[src/rtl/vram_fetch_pkg.sv]
// Shared lane-order type and width helpers for the VRAM video fetch sequencer.
package vram_fetch_pkg;

  typedef enum logic {
    LO_FIRST = 1'b0,
    HI_FIRST = 1'b1
  } lane_order_e;

  function automatic int lane_w(input int lanes);
    return (lanes > 1) ? $clog2(lanes) : 1;
  endfunction

  function automatic int amt_w(input int shift_max);
    return (shift_max > 0) ? $clog2(shift_max + 1) : 1;
  endfunction

  function automatic int clamp_amt(input int amt, input int shift_max);
    return (amt > shift_max) ? shift_max : amt;
  endfunction

endpackage

[src/rtl/byte_delay_line.sv]
// Push-enabled byte shift register; tap k returns the byte pushed k pushes ago
// (tap 0 returns zero, taps beyond SHIFT_MAX read the deepest entry).
module byte_delay_line
  import vram_fetch_pkg::*;
#(
  parameter int SHIFT_MAX = 3,
  parameter int BYTE_W    = 8,
  localparam int AMT_W    = amt_w(SHIFT_MAX)
) (
  input  logic              clk,
  input  logic              reset_n,
  input  logic              push,
  input  logic [BYTE_W-1:0] din,
  input  logic [AMT_W-1:0]  tap,
  output logic [BYTE_W-1:0] tap_byte
);

  logic [BYTE_W-1:0] dl_q [SHIFT_MAX];
  logic [BYTE_W-1:0] dl_d [SHIFT_MAX];
  int                k_sel;

  always_ff @(posedge clk) begin
    if (!reset_n) begin
      dl_q <= '{default: '0};
    end else begin
      dl_q <= dl_d;
    end
  end

  always_comb begin
    dl_d = dl_q;
    if (push) begin
      dl_d[0] = din;
      for (int i = 1; i < SHIFT_MAX; i++) begin
        dl_d[i] = dl_q[i-1];
      end
    end
  end

  always_comb begin
    k_sel    = clamp_amt(int'(tap), SHIFT_MAX);
    tap_byte = '0;
    for (int i = 0; i < SHIFT_MAX; i++) begin
      if (k_sel == i + 1) begin
        tap_byte = dl_q[i];
      end
    end
  end

endmodule

[src/rtl/vram_fetch_seq.sv]
// Video-side VRAM fetch sequencer: serialises each VRAM word into byte lanes, one per
// CAS strobe inside a video slot, with an optional byte delay for picture centring.
module vram_fetch_seq
  import vram_fetch_pkg::lane_order_e, vram_fetch_pkg::lane_w, vram_fetch_pkg::amt_w,
         vram_fetch_pkg::clamp_amt;
#(
  parameter int WORD_W    = 16,
  parameter int BYTE_W    = 8,
  parameter int SHIFT_MAX = 3,
  parameter int HI_FIRST  = 0,
  localparam int LANES    = WORD_W / BYTE_W,
  localparam int LANE_W   = lane_w(LANES),
  localparam int AMT_W    = amt_w(SHIFT_MAX)
) (
  input  logic              clk,
  input  logic              reset_n,
  input  logic              cpu_n,
  input  logic              ras_n,
  input  logic              cas_n,
  input  logic              de,
  input  logic              shift_en,
  input  logic [AMT_W-1:0]  shift_amt,
  input  logic [WORD_W-1:0] vram_din,
  output logic [BYTE_W-1:0] byte_out,
  output logic              byte_strobe,
  output logic [LANE_W-1:0] lane_idx,
  output logic              overrun
);

  localparam lane_order_e LANE_ORDER =
    (HI_FIRST != 0) ? vram_fetch_pkg::HI_FIRST : vram_fetch_pkg::LO_FIRST;
  // Lane states are count-encoded: 0..LANES-1 are the lanes, LANES is DONE.
  localparam logic [LANE_W:0] DONE = (LANE_W + 1)'(LANES);

  logic [LANE_W:0]   state_q, state_d;
  logic              cas_n_q, cas_n_d;
  logic [BYTE_W-1:0] byte_out_q, byte_out_d;
  logic              strobe_q, strobe_d;
  logic              overrun_q, overrun_d;

  logic              cas_rise, active, push, in_done;
  logic [LANE_W-1:0] lane_cur, lane_phys;
  logic [BYTE_W-1:0] sel_byte, tap_byte, push_byte;
  logic [AMT_W-1:0]  k_amt;

  always_ff @(posedge clk) begin
    if (!reset_n) begin
      state_q <= '0;
    end else begin
      state_q <= state_d;
    end
  end

  always_comb begin
    state_d = state_q;
    if (!cpu_n) begin
      state_d = '0;
    end else if (cas_rise && !in_done) begin
      state_d = state_q + (LANE_W + 1)'(1);
    end
  end

  always_comb begin
    lane_cur = '0;
    if (cpu_n) begin
      lane_cur = in_done ? LANE_W'(LANES - 1) : state_q[LANE_W-1:0];
    end
  end

  always_comb begin
    in_done   = (state_q == DONE);
    cas_rise  = !ras_n && !cas_n_q && cas_n;
    active    = !ras_n && !cas_n;
    push      = cas_rise && cpu_n && !in_done;
    k_amt     = shift_en ? AMT_W'(clamp_amt(int'(shift_amt), SHIFT_MAX)) : '0;
    lane_phys = (LANE_ORDER == vram_fetch_pkg::HI_FIRST) ? LANE_W'(LANES - 1) - lane_cur
                                                         : lane_cur;
    sel_byte  = '0;
    for (int i = 0; i < LANES; i++) begin
      if (lane_phys == LANE_W'(i)) begin
        sel_byte = vram_din[i*BYTE_W +: BYTE_W];
      end
    end
    push_byte = de ? sel_byte : '0;
  end

  // With no delay the lane byte goes straight out and display enable does not mask it.
  always_comb begin
    cas_n_d    = cas_n;
    strobe_d   = push;
    overrun_d  = overrun_q || (cas_rise && cpu_n && in_done);
    byte_out_d = byte_out_q;
    if (active && cpu_n) begin
      byte_out_d = (k_amt == '0) ? sel_byte : tap_byte;
    end
  end

  always_ff @(posedge clk) begin
    if (!reset_n) begin
      cas_n_q    <= 1'b1;
      byte_out_q <= '0;
      strobe_q   <= 1'b0;
      overrun_q  <= 1'b0;
    end else begin
      cas_n_q    <= cas_n_d;
      byte_out_q <= byte_out_d;
      strobe_q   <= strobe_d;
      overrun_q  <= overrun_d;
    end
  end

  byte_delay_line #(
    .SHIFT_MAX (SHIFT_MAX),
    .BYTE_W    (BYTE_W)
  ) u_delay_line (
    .clk      (clk),
    .reset_n  (reset_n),
    .push     (push),
    .din      (push_byte),
    .tap      (k_amt),
    .tap_byte (tap_byte)
  );

  assign byte_out    = byte_out_q;
  assign byte_strobe = strobe_q && cpu_n;
  assign lane_idx    = lane_cur;
  assign overrun     = overrun_q;

endmodule

[config.mk]
export PLATFORM = sky130hd
export DESIGN_NAME = vram_fetch_seq
export DESIGN_NICKNAME = d
export VERILOG_FILES = /design/src/rtl/vram_fetch_pkg.sv /design/src/rtl/byte_delay_line.sv /design/src/rtl/vram_fetch_seq.sv
export SDC_FILE = /design/constraint.sdc
export NUM_CORES = 1
export LEC_CHECK = 0
export BUFFER_PORTS_ARGS = -buffer_cell sky130_fd_sc_hd__buf_2
export CORE_ASPECT_RATIO = 0.75
export CORE_UTILIZATION = 45
export CTS_BUF_LIST = sky130_fd_sc_hd__clkbuf_4
export DETAILED_ROUTE_END_ITERATION = 8
export PLACE_DENSITY = 0.68
export REMOVE_ABC_BUFFERS = 1
export SKIP_LAST_GASP = 1
export SLEW_MARGIN = 40
export SYNTH_ARGS = -nofsm -noshare
export SYNTH_HDL_FRONTEND = slang
export SYNTH_SLANG_ARGS = --single-unit
[constraint.sdc]
create_clock -name clk -period 2.9 [get_ports clk]
set_input_delay 0.435 -clock clk [delete_from_list [all_inputs] [get_ports clk]]
set_output_delay 0.435 -clock clk [all_outputs]
set_load 0.05 [all_outputs]
==> results of run 1 <==
## sequential cells by signal, summed over array words and instances (netlist names)
name / flops
strobe_q: 1
u_delay_line.dl_q: 24
state_q: 2
byte_out: 8
overrun: 1
cas_n_q: 1
## power groups by stage
| stage | clock [mW] | sequential, mW | combinational, mW |
|---|---|---|---|
| finish | 0.293 | 0.520 | 0.111 |
| global route | 0.318 | 0.521 | 0.118 |
| CTS | 0.298 | 0.520 | 0.111 |
| detailed placement | 0 | 0.531 | 0.110 |
| global placement | 0 | 0.531 | 0.108 |
| floorplan | 0 | 0.551 | 0.0388 |
## cell type report
type,instances,area [um2],share of cell area (%)
timing repair buffer,39,205,10.7
sequential,37,741,38.7
clock buffer,8,60.1,3.14
inverter,4,15.0,0.785
multi-input combinational,121,828,43.3
tap,50,62.6,3.27
## cells in the mapped netlist, drive strengths merged
master / number / area share, %
nor3b: 1 / 0.75
and4bb: 1 / 0.75
a21oi: 20 / 6.2
a221oi: 8 / 4.2
mux2i: 16 / 9.6
dfxtp: 37 / 44
nand2b: 2 / 0.75
nand4: 1 / 0.37
nor2: 2 / 0.45
nand3: 16 / 4.8
nor4b: 1 / 0.90
o2bb2ai: 16 / 8.4
nand2: 5 / 1.1
and2: 3 / 1.1
o21ai: 25 / 7.5
clkinv: 1 / 0.22
nor2b: 1 / 0.37
inv: 3 / 0.67
clkbuf: 4 / 0.90
buf: 11 / 4.6
ha: 2 / 1.5
or4b: 1 / 0.82
## per-layer routing
metal | vias up | global-route usage (%) | part of all wire [%]
met5 | - | 0 | 0
met4 | 0 | 11.4 | 1.2
met3 | 8 | 6.45 | 9.5
met2 | 66 | 41.6 | 47
met1 | 714 | 27.4 | 42
li1 | 727 | - | -
## critical path, delay by kind of cell (launching register included)
| family | cells | cell delay, ps |
|---|---|---|
| adders and majority gates | 1 | 200 |
| DFF | 1 | 340 |
| and+or+nand+nor | 1 | 440 |
| buffers and inverters | 2 | 430 |
## cell families after synthesis
group           share of synthesized area [%]
fa+ha+maj                                1.49
compound gates                           26.2
flops                                    44.2
simple gates                             12.2
buf+inv                                  6.35
mux                                      9.56
## path summary, 6_finish.rpt
check                          end  cells past startpoint
max                       lane_idx                      4
min                        cas_n_q                      2
max reg2reg  u_delay_line.dl_q[16]                      6
min reg2reg             state_q[0]                      2
## placed cells by master (no fill, tap or decap), types with 3 or more instances in the layout
master and count:
dfxtp_1 37, buf_2 35, a21oi_1 19, nand3_1 16, o21ai_1 16, mux2i_1 16
o2bb2ai_1 16, o21ai_0 9, a221oi_1 8, clkbuf_4 8, nand2_1 5, buf_4 4
inv_1 3, and2_1 3
==> impl_metrics.csv, run 1 <==
group,metric,value,unit
outcome,outcome,"completed",
finish,fin_cells,259,
detailed_routing,drt_pass1_iterations,4,
detailed_routing,drt_iter0_drc,128,
detailed_routing,viasPerCell,5.85,
cts,holdBufCountCts,0,
power_and_ir_drop,p_leak,0.710,nW
setup_path,critPathKind,"reg2out",
setup_path,critical-path-slowest-cell,"nor2b_1",
cts,cts_root_buf,"clkbuf_4",
setup_path,startpoint,"state_q[0]",
power_and_ir_drop,internal_power,676,uW
timing,slew_viol_final,0,
setup_path,timing.rr.start,"state_q[0]",
placed_design,place_area,1850,um2
setup_path,worstPathMaxFanout,5,
finish,postLayoutCoreUtil,55.8,%
setup_path,worstPathRequired,2470,ps
power_and_ir_drop,power_frac_clock,31.7,%
yosys,syn_inst,177,
die,initial_utilization,48.9,%
cts,clock_latency,350,ps
die,core,3420,um2
timing,tns,0,ps
finish,n_fill_cell,345,
cts,clock_path_buffers,2,
detailed_routing,wirelength,4420,um
run,max_cap_viol_count,0,
die,io_pins,36,
cts,post_cts_buffers,0,
timing,hold_violations,0,
cts,cts_resized,0,
detailed_routing,routedWlPerCell,17.1,um
yosys,seq_area_frac_synth,44.2,%
power_and_ir_drop,switching_share,26.8,%
setup_path,critPathLaunchType,"flip-flop",
timing,timing.final.ws_setup,706,ps
setup_path,crit_chain,"inv_1 -> ha_1 -> nor2b_1 -> buf_2",
worst_hold_path,holdCritPathClass,"in2reg",
timing,worst_pin_slew,640,ps
timing,skew,6.59,ps
die,row_count,18,
cts,cts.sinks,37,
die,die_w,72.5,um
setup_path,cp-end-kind,"output pin",
power_and_ir_drop,switchingPower,247,uW
power_and_ir_drop,peakVddDrop,259,uV
global_routing,antenna_found_initial,0,
finish,final_area,1910,um2
detailed_routing,antenna_left,0,
setup_path,crit_path_max_incr_delay,440,ps
placed_design,gp_congestion,0.811,
global_routing,grt_util_all_layers,23.7,%
finish,drive_gt1_share,24.9,%
worst_hold_path,worstHoldStart,"cas_n",
die,fp.dieArea,3970,um2
placed_design,dp_hpwl,2970,um
detailed_routing,vias,1515,
cts,htreeDepth,2,
finish,area_growth_syn_to_layout,14.1,%
placed_design,place_ws,883,ps
timing,setup_violations,0,
cts,cts_tree,"done",
timing,period_needed,2190,ps
yosys,syn_area,1680,um2
timing,fmax,456,MHz
die,fp.dieH,54.8,um
global_routing,grt.overflow.total,0,
cts,clkSlewWorstSetupHoldPaths,110,ps
placed_design,placed_cells,251,
yosys,synth_warnings,0,
power_and_ir_drop,report.power.total,924,uW
finish,fin_nets,235,
yosys,synth.distinct_cells,27,
global_routing,grt_max_degree,21,
finish,diodes,0,
setup_path,worst-endpoint-arrival,1760,ps
timing,rsz0062_at_grt,"no",
setup_path,r2r_slack,980,ps
timing,period_share,75.7,%
placed_design,numPortBuffers,35,
yosys,avgSynthCellArea,9.47,um2
timing,relSlewSlack,57.1,%
cts,cts_buffers,5,
detailed_routing,drcViolationCount,0,
power_and_ir_drop,p_seq_share,56.3,%
global_routing,grt_pass1_wl,6780,um
timing,whs,316,ps
yosys,ys_seq_elements,37,
power_and_ir_drop,power_frac_comb,12.0,%
power_and_ir_drop,powerDensity,483,nW/um2
global_routing,first_global_vias,1456,
(Power assumes the default switching activity.)
==> run 2, diff against run 1 <==
- clock period: 2.9 -> 2.2 ns (I/O delays scaled with it)
==> run 2 against run 1 <==
Net effect:
- utilization rose by 0.44 points
- critical path depth rose by 1
- wire length fell by 3.5%
==> impl_metrics.csv, run 2 (synthesis gave the netlist of run 1 again) <==
group,metric,value,unit
cts,clkSlewWorstSetupHoldPaths,100,ps
setup_path,critPathLaunchType,"flip-flop",
finish,final_common_cell,"dfxtp_1",
die,io_pins,36,
finish,largest_reg_flops,24,
global_routing,first_global_vias,1399,
die,core,3420,um2
timing,skew,2.92,ps
timing,timing.final.ws_setup,289,ps
cts,htreeDepth,2,
finish,multi_input_area,828,um2
power_and_ir_drop,powerDensity,626,nW/um2
detailed_routing,drt_pass1_iterations,4,
cts,post_cts_buffers,0,
timing,hold_violations,0,
cts,cts_tree,"done",
timing,slew_viol_final,0,
timing,relSlewSlack,65.4,%
power_and_ir_drop,internal_power,893,uW
power_and_ir_drop,power_frac_comb,12.2,%
finish,regMostFlops,"u_delay_line.dl_q",
cts,cts.sinks,37,
finish,n_fill_cell,323,
detailed_routing,routedWlPerCell,16.3,um
finish,postLayoutCoreUtil,56.3,%
power_and_ir_drop,p_leak,0.720,nW
die,fp.dieArea,3970,um2
setup_path,worstPathMaxFanout,4,
die,fp.dieH,54.8,um
cts,clock_latency,330,ps
detailed_routing,vias,1548,
detailed_routing,drt_iter0_drc,132,
detailed_routing,antenna_left,0,
setup_path,worstRegToRegCells,5,
run,max_cap_viol_count,0,
setup_path,worstPathRequired,1870,ps
power_and_ir_drop,p_seq_share,56.9,%
finish,fin_nets,237,
detailed_routing,drcViolationCount,0,
timing,period_share,86.8,%
die,initial_utilization,48.9,%
global_routing,grt_pass1_wl,6590,um
cts,clock_path_buffers,2,
timing,worst_pin_slew,518,ps
die,die_w,72.5,um
cts,cts_buffers,5,
finish,drive_gt1_share,25.6,%
cts,cts_root_buf,"clkbuf_4",
setup_path,critPathKind,"reg2out",
placed_design,place_ws,421,ps
cts,cts_resized,0,
timing,whs,235,ps
worst_hold_path,min_path_cells,2,
placed_design,gp_congestion,0.809,
global_routing,grt.overflow.total,0,
finish,final_cell_mix,"dfxtp_1 (37), buf_2 (35), a21oi_1 (19)",
finish,regArea,741,um2
power_and_ir_drop,power_frac_clock,30.9,%
global_routing,grt_util_all_layers,22.9,%
finish,diodes,0,
die,row_count,18,
global_routing,antenna_found_initial,0,
setup_path,cp-end-kind,"output pin",
timing,setup_violations,0,
placed_design,place_area,1870,um2
timing,period_needed,1910,ps
finish,final_area,1930,um2
detailed_routing,wirelength,4270,um
power_and_ir_drop,peakVddDrop,275,uV
timing,fmax,523,MHz
placed_design,dp_hpwl,2960,um
global_routing,grt_max_degree,20,
setup_path,worst-endpoint-arrival,1580,ps
power_and_ir_drop,switching_share,26.0,%
timing,rsz0062_at_grt,"no",
cts,holdBufCountCts,0,
finish,area_growth_syn_to_layout,15.0,%
power_and_ir_drop,switchingPower,313,uW
worst_hold_path,holdCritPathClass,"in2reg",
outcome,outcome,"completed",
placed_design,numPortBuffers,35,
detailed_routing,viasPerCell,5.93,
## run 2: cell count changes in the layout (fill, tap and decap cells not counted), sizes merged
cell / before / now
buf: 39 / 41
## run 2: area by class of cell
type | count | share of cell area (%)
well taps | 50 | 3.25
multi-input cells | 121 | 43.0
clock buffers | 8 | 3.12
inverters | 4 | 0.779
repair buffers | 41 | 11.4
flip-flops and latches | 37 | 38.4
## run 2: power groups by stage
| stage | clock network [mW] | logic (mW) | registers, mW |
|---|---|---|---|
| after floorplan | 0 | 0.0511 | 0.726 |
| after global placement | 0 | 0.143 | 0.700 |
| after detailed placement | 0 | 0.146 | 0.701 |
| after CTS | 0.382 | 0.147 | 0.686 |
| after global routing | 0.409 | 0.157 | 0.687 |
| final | 0.373 | 0.147 | 0.686 |
## run 2: worst paths after layout
| check | startpoint | endpoint | slack, ps |
|---|---|---|---|
| min reg2reg | state_q[0] | state_q[0] | 470 |
| min | cas_n | cas_n_q | 240 |
| max reg2reg | state_q[0] | u_delay_line.dl_q[18] | 410 |
| max | state_q[0] | lane_idx | 290 |
## run 2: routing by layer
layer | routed length, um | vias up | part of all wire (%) | GRT usage (%)
met5 | 0 | - | 0 | 0
met2 | 2000 | 57 | 47 | 39.7
met4 | 61 | 0 | 1.4 | 9.15
li1 | - | 728 | - | -
met1 | 1940 | 753 | 46 | 28.7
met3 | 258 | 10 | 6.0 | 4.42
## run 2: per-stage QoR
stage / std cells / power (mW) / setup TNS, ps
after CTS: 261 / 1.21 / 0
final: 261 / 1.21 / 0
after global routing: 261 / 1.25 / 0
after detailed placement: 253 / 0.847 / 0
after floorplan: 162 / 0.777 / -1840
after global placement: 253 / 0.844 / 0
## run 2: worst max-delay path: stages, from the launching register on
cell and delay [ps]:
dfxtp_1 340, inv_1 80, ha_1 200, nor2b_1 190, buf_4 180, buf_2 260
==> run 3, diff against run 2 <==
- clock period: 2.2 -> 2.35 ns (I/O delays scaled with it)
==> run 3 against run 2 <==
Net effect:
- first-iteration DRC count up 46%
- sequential share of layout area stayed put
- total power decreased by 4.4%
- global-route usage up 2.2 points
- die area stayed put
- critical endpoint unchanged
- largest cell class unchanged
==> impl_metrics.csv, run 3 (synthesis gave the netlist of run 1 again) <==
group,metric,value,unit
die,io_pins,36,
power_and_ir_drop,p_leak,0.721,nW
timing,relSlewSlack,54.5,%
timing,hold_violations,0,
worst_hold_path,holdCritPathClass,"in2reg",
placed_design,gp_congestion,0.803,
setup_path,crit_path_max_incr_delay,360,ps
setup_path,cp-end-kind,"output pin",
power_and_ir_drop,power_frac_clock,32.2,%
global_routing,grt_util_all_layers,25.1,%
worst_hold_path,min_path_cells,2,
finish,fin_nets,237,
setup_path,critPathLaunchType,"flip-flop",
global_routing,grt.overflow.total,0,
detailed_routing,routedWlPerCell,17.4,um
cts,cts_root_buf,"clkbuf_4",
setup_path,worstPathRequired,2000,ps
power_and_ir_drop,internal_power,835,uW
power_and_ir_drop,p_seq_share,55.7,%
finish,final_cell_mix,"dfxtp_1 (37), buf_2 (35), a21oi_1 (19)",
power_and_ir_drop,switchingPower,317,uW
power_and_ir_drop,peakVddDrop,346,uV
global_routing,antenna_found_initial,0,
placed_design,place_ws,465,ps
timing,whs,235,ps
cts,post_cts_buffers,0,
timing,rsz0062_at_grt,"no",
die,core,3420,um2
power_and_ir_drop,report.power.total,1.15,mW
finish,area_growth_syn_to_layout,15.0,%
detailed_routing,vias,1588,
worst_hold_path,holdPathEnd,"cas_n_q",
power_and_ir_drop,powerDensity,598,nW/um2
placed_design,place_area,1870,um2
setup_path,r2r_end,"u_delay_line.dl_q[16]",
finish,final_common_cell,"dfxtp_1",
power_and_ir_drop,switching_share,27.5,%
placed_design,dp_hpwl,3110,um
finish,drive_gt1_share,25.6,%
detailed_routing,wirelength,4530,um
timing,timing.final.ws_setup,388,ps
cts,clock_latency,360,ps
timing,skew,8.14,ps
finish,diodes,0,
timing,setup_violations,0,
setup_path,critical-path-slowest-cell,"dfxtp_1",
cts,cts_tree,"done",
die,initial_utilization,48.9,%
cts,htreeDepth,2,
finish,largest_reg_flops,24,
cts,clock_path_buffers,2,
finish,fin_cells,261,
placed_design,placed_cells,253,
cts,cts_resized,0,
die,die_w,72.5,um
detailed_routing,drcViolationCount,0,
setup_path,worstRegToRegCells,5,
timing,worst_pin_slew,679,ps
die,fp.dieArea,3970,um2
cts,holdBufCountCts,0,
finish,final_area,1930,um2
global_routing,first_global_vias,1491,
global_routing,grt_pass1_wl,7150,um
finish,n_fill_cell,330,
timing,period_share,83.5,%
timing,slew_viol_final,0,
run,max_cap_viol_count,0,
power_and_ir_drop,power_frac_comb,12.1,%
setup_path,worstPathMaxFanout,5,
outcome,outcome,"completed",
cts,clkSlewWorstSetupHoldPaths,110,ps
cts,cts.sinks,37,
detailed_routing,antenna_left,0,
setup_path,worst-endpoint-arrival,1610,ps
placed_design,numPortBuffers,35,
detailed_routing,viasPerCell,6.08,
die,row_count,18,
timing,period_needed,1960,ps
detailed_routing,drt_iter0_drc,193,
global_routing,grt_max_degree,20,
setup_path,critPathKind,"reg2out",
setup_path,r2r_slack,480,ps
cts,cts_buffers,5,
die,fp.dieH,54.8,um
timing,fmax,510,MHz
setup_path,timing.rr.start,"state_q[0]",
setup_path,crit_chain,"inv_1 -> ha_1 -> nor2b_1 -> buf_4 -> buf_2",
detailed_routing,drt_pass1_iterations,4,
worst_hold_path,worstHoldStart,"cas_n",
finish,regMostFlops,"u_delay_line.dl_q",
[run 3: cell counts in the layout (fill, tap and decap cells not counted)]
Identical to the previous run, type by type.
[run 3: worst max path at each step]
stage | from | slack [ps] | cells after the start | to
3_5_place_dp | cpu_n | 470 | 4 | byte_out[1]
2_1_floorplan | state_q[0] | -20 | 5 | byte_out[7]
6_report | state_q[0] | 390 | 5 | lane_idx
5_1_grt | state_q[0] | 280 | 5 | u_delay_line.dl_q[20]
4_1_cts | state_q[0] | 370 | 5 | lane_idx
3_3_place_gp | cpu_n | 440 | 4 | byte_out[5]
[run 3: worst max-delay path, delay by kind of cell, from the launching register on]
family	cells	cell delay, ps
adder cells (fa/ha/maj)	1	190
buffers and inverters	3	530
AND/OR/NAND/NOR	1	170
flip-flops	1	360
[run 3: power by group through the flow]
| stage | Combinational, mW | Sequential [mW] | Clock [mW] |
|---|---|---|---|
| 6_report | 0.139 | 0.642 | 0.371 |
| 5_1_grt | 0.148 | 0.643 | 0.404 |
| 4_1_cts | 0.138 | 0.642 | 0.375 |
| 3_5_place_dp | 0.137 | 0.656 | 0 |
| 3_3_place_gp | 0.134 | 0.655 | 0 |
| 2_1_floorplan | 0.0479 | 0.680 | 0 |
[run 3: per-layer routing]
metal	share of wire, %	global-route usage (%)	routed length (um)	up-vias
met1	45	32.0	2030	751
li1	-	-	-	731
met2	45	40.3	2040	93
met5	0	0	0	-
met3	8.3	7.37	374	13
met4	2.1	10.5	95	0
[run 3: per-stage QoR]
step / utilization (%) / setup TNS (ps)
after global placement: 54.5 / 0
final: 56.3 / 0
after global routing: 56.3 / 0
after floorplan: - / -18.2
after CTS: 56.3 / 0
after detailed placement: 54.5 / 0
[run 3: area by class of cell]
class                   count  area (um2)  area share [%]
multi-input cells         121         828            43.0
flip-flops and latches     37         741            38.4
clock buffers               8        60.1            3.12
repair buffers             41         220            11.4
inverters                   4        15.0           0.779
well taps                  50        62.6            3.25
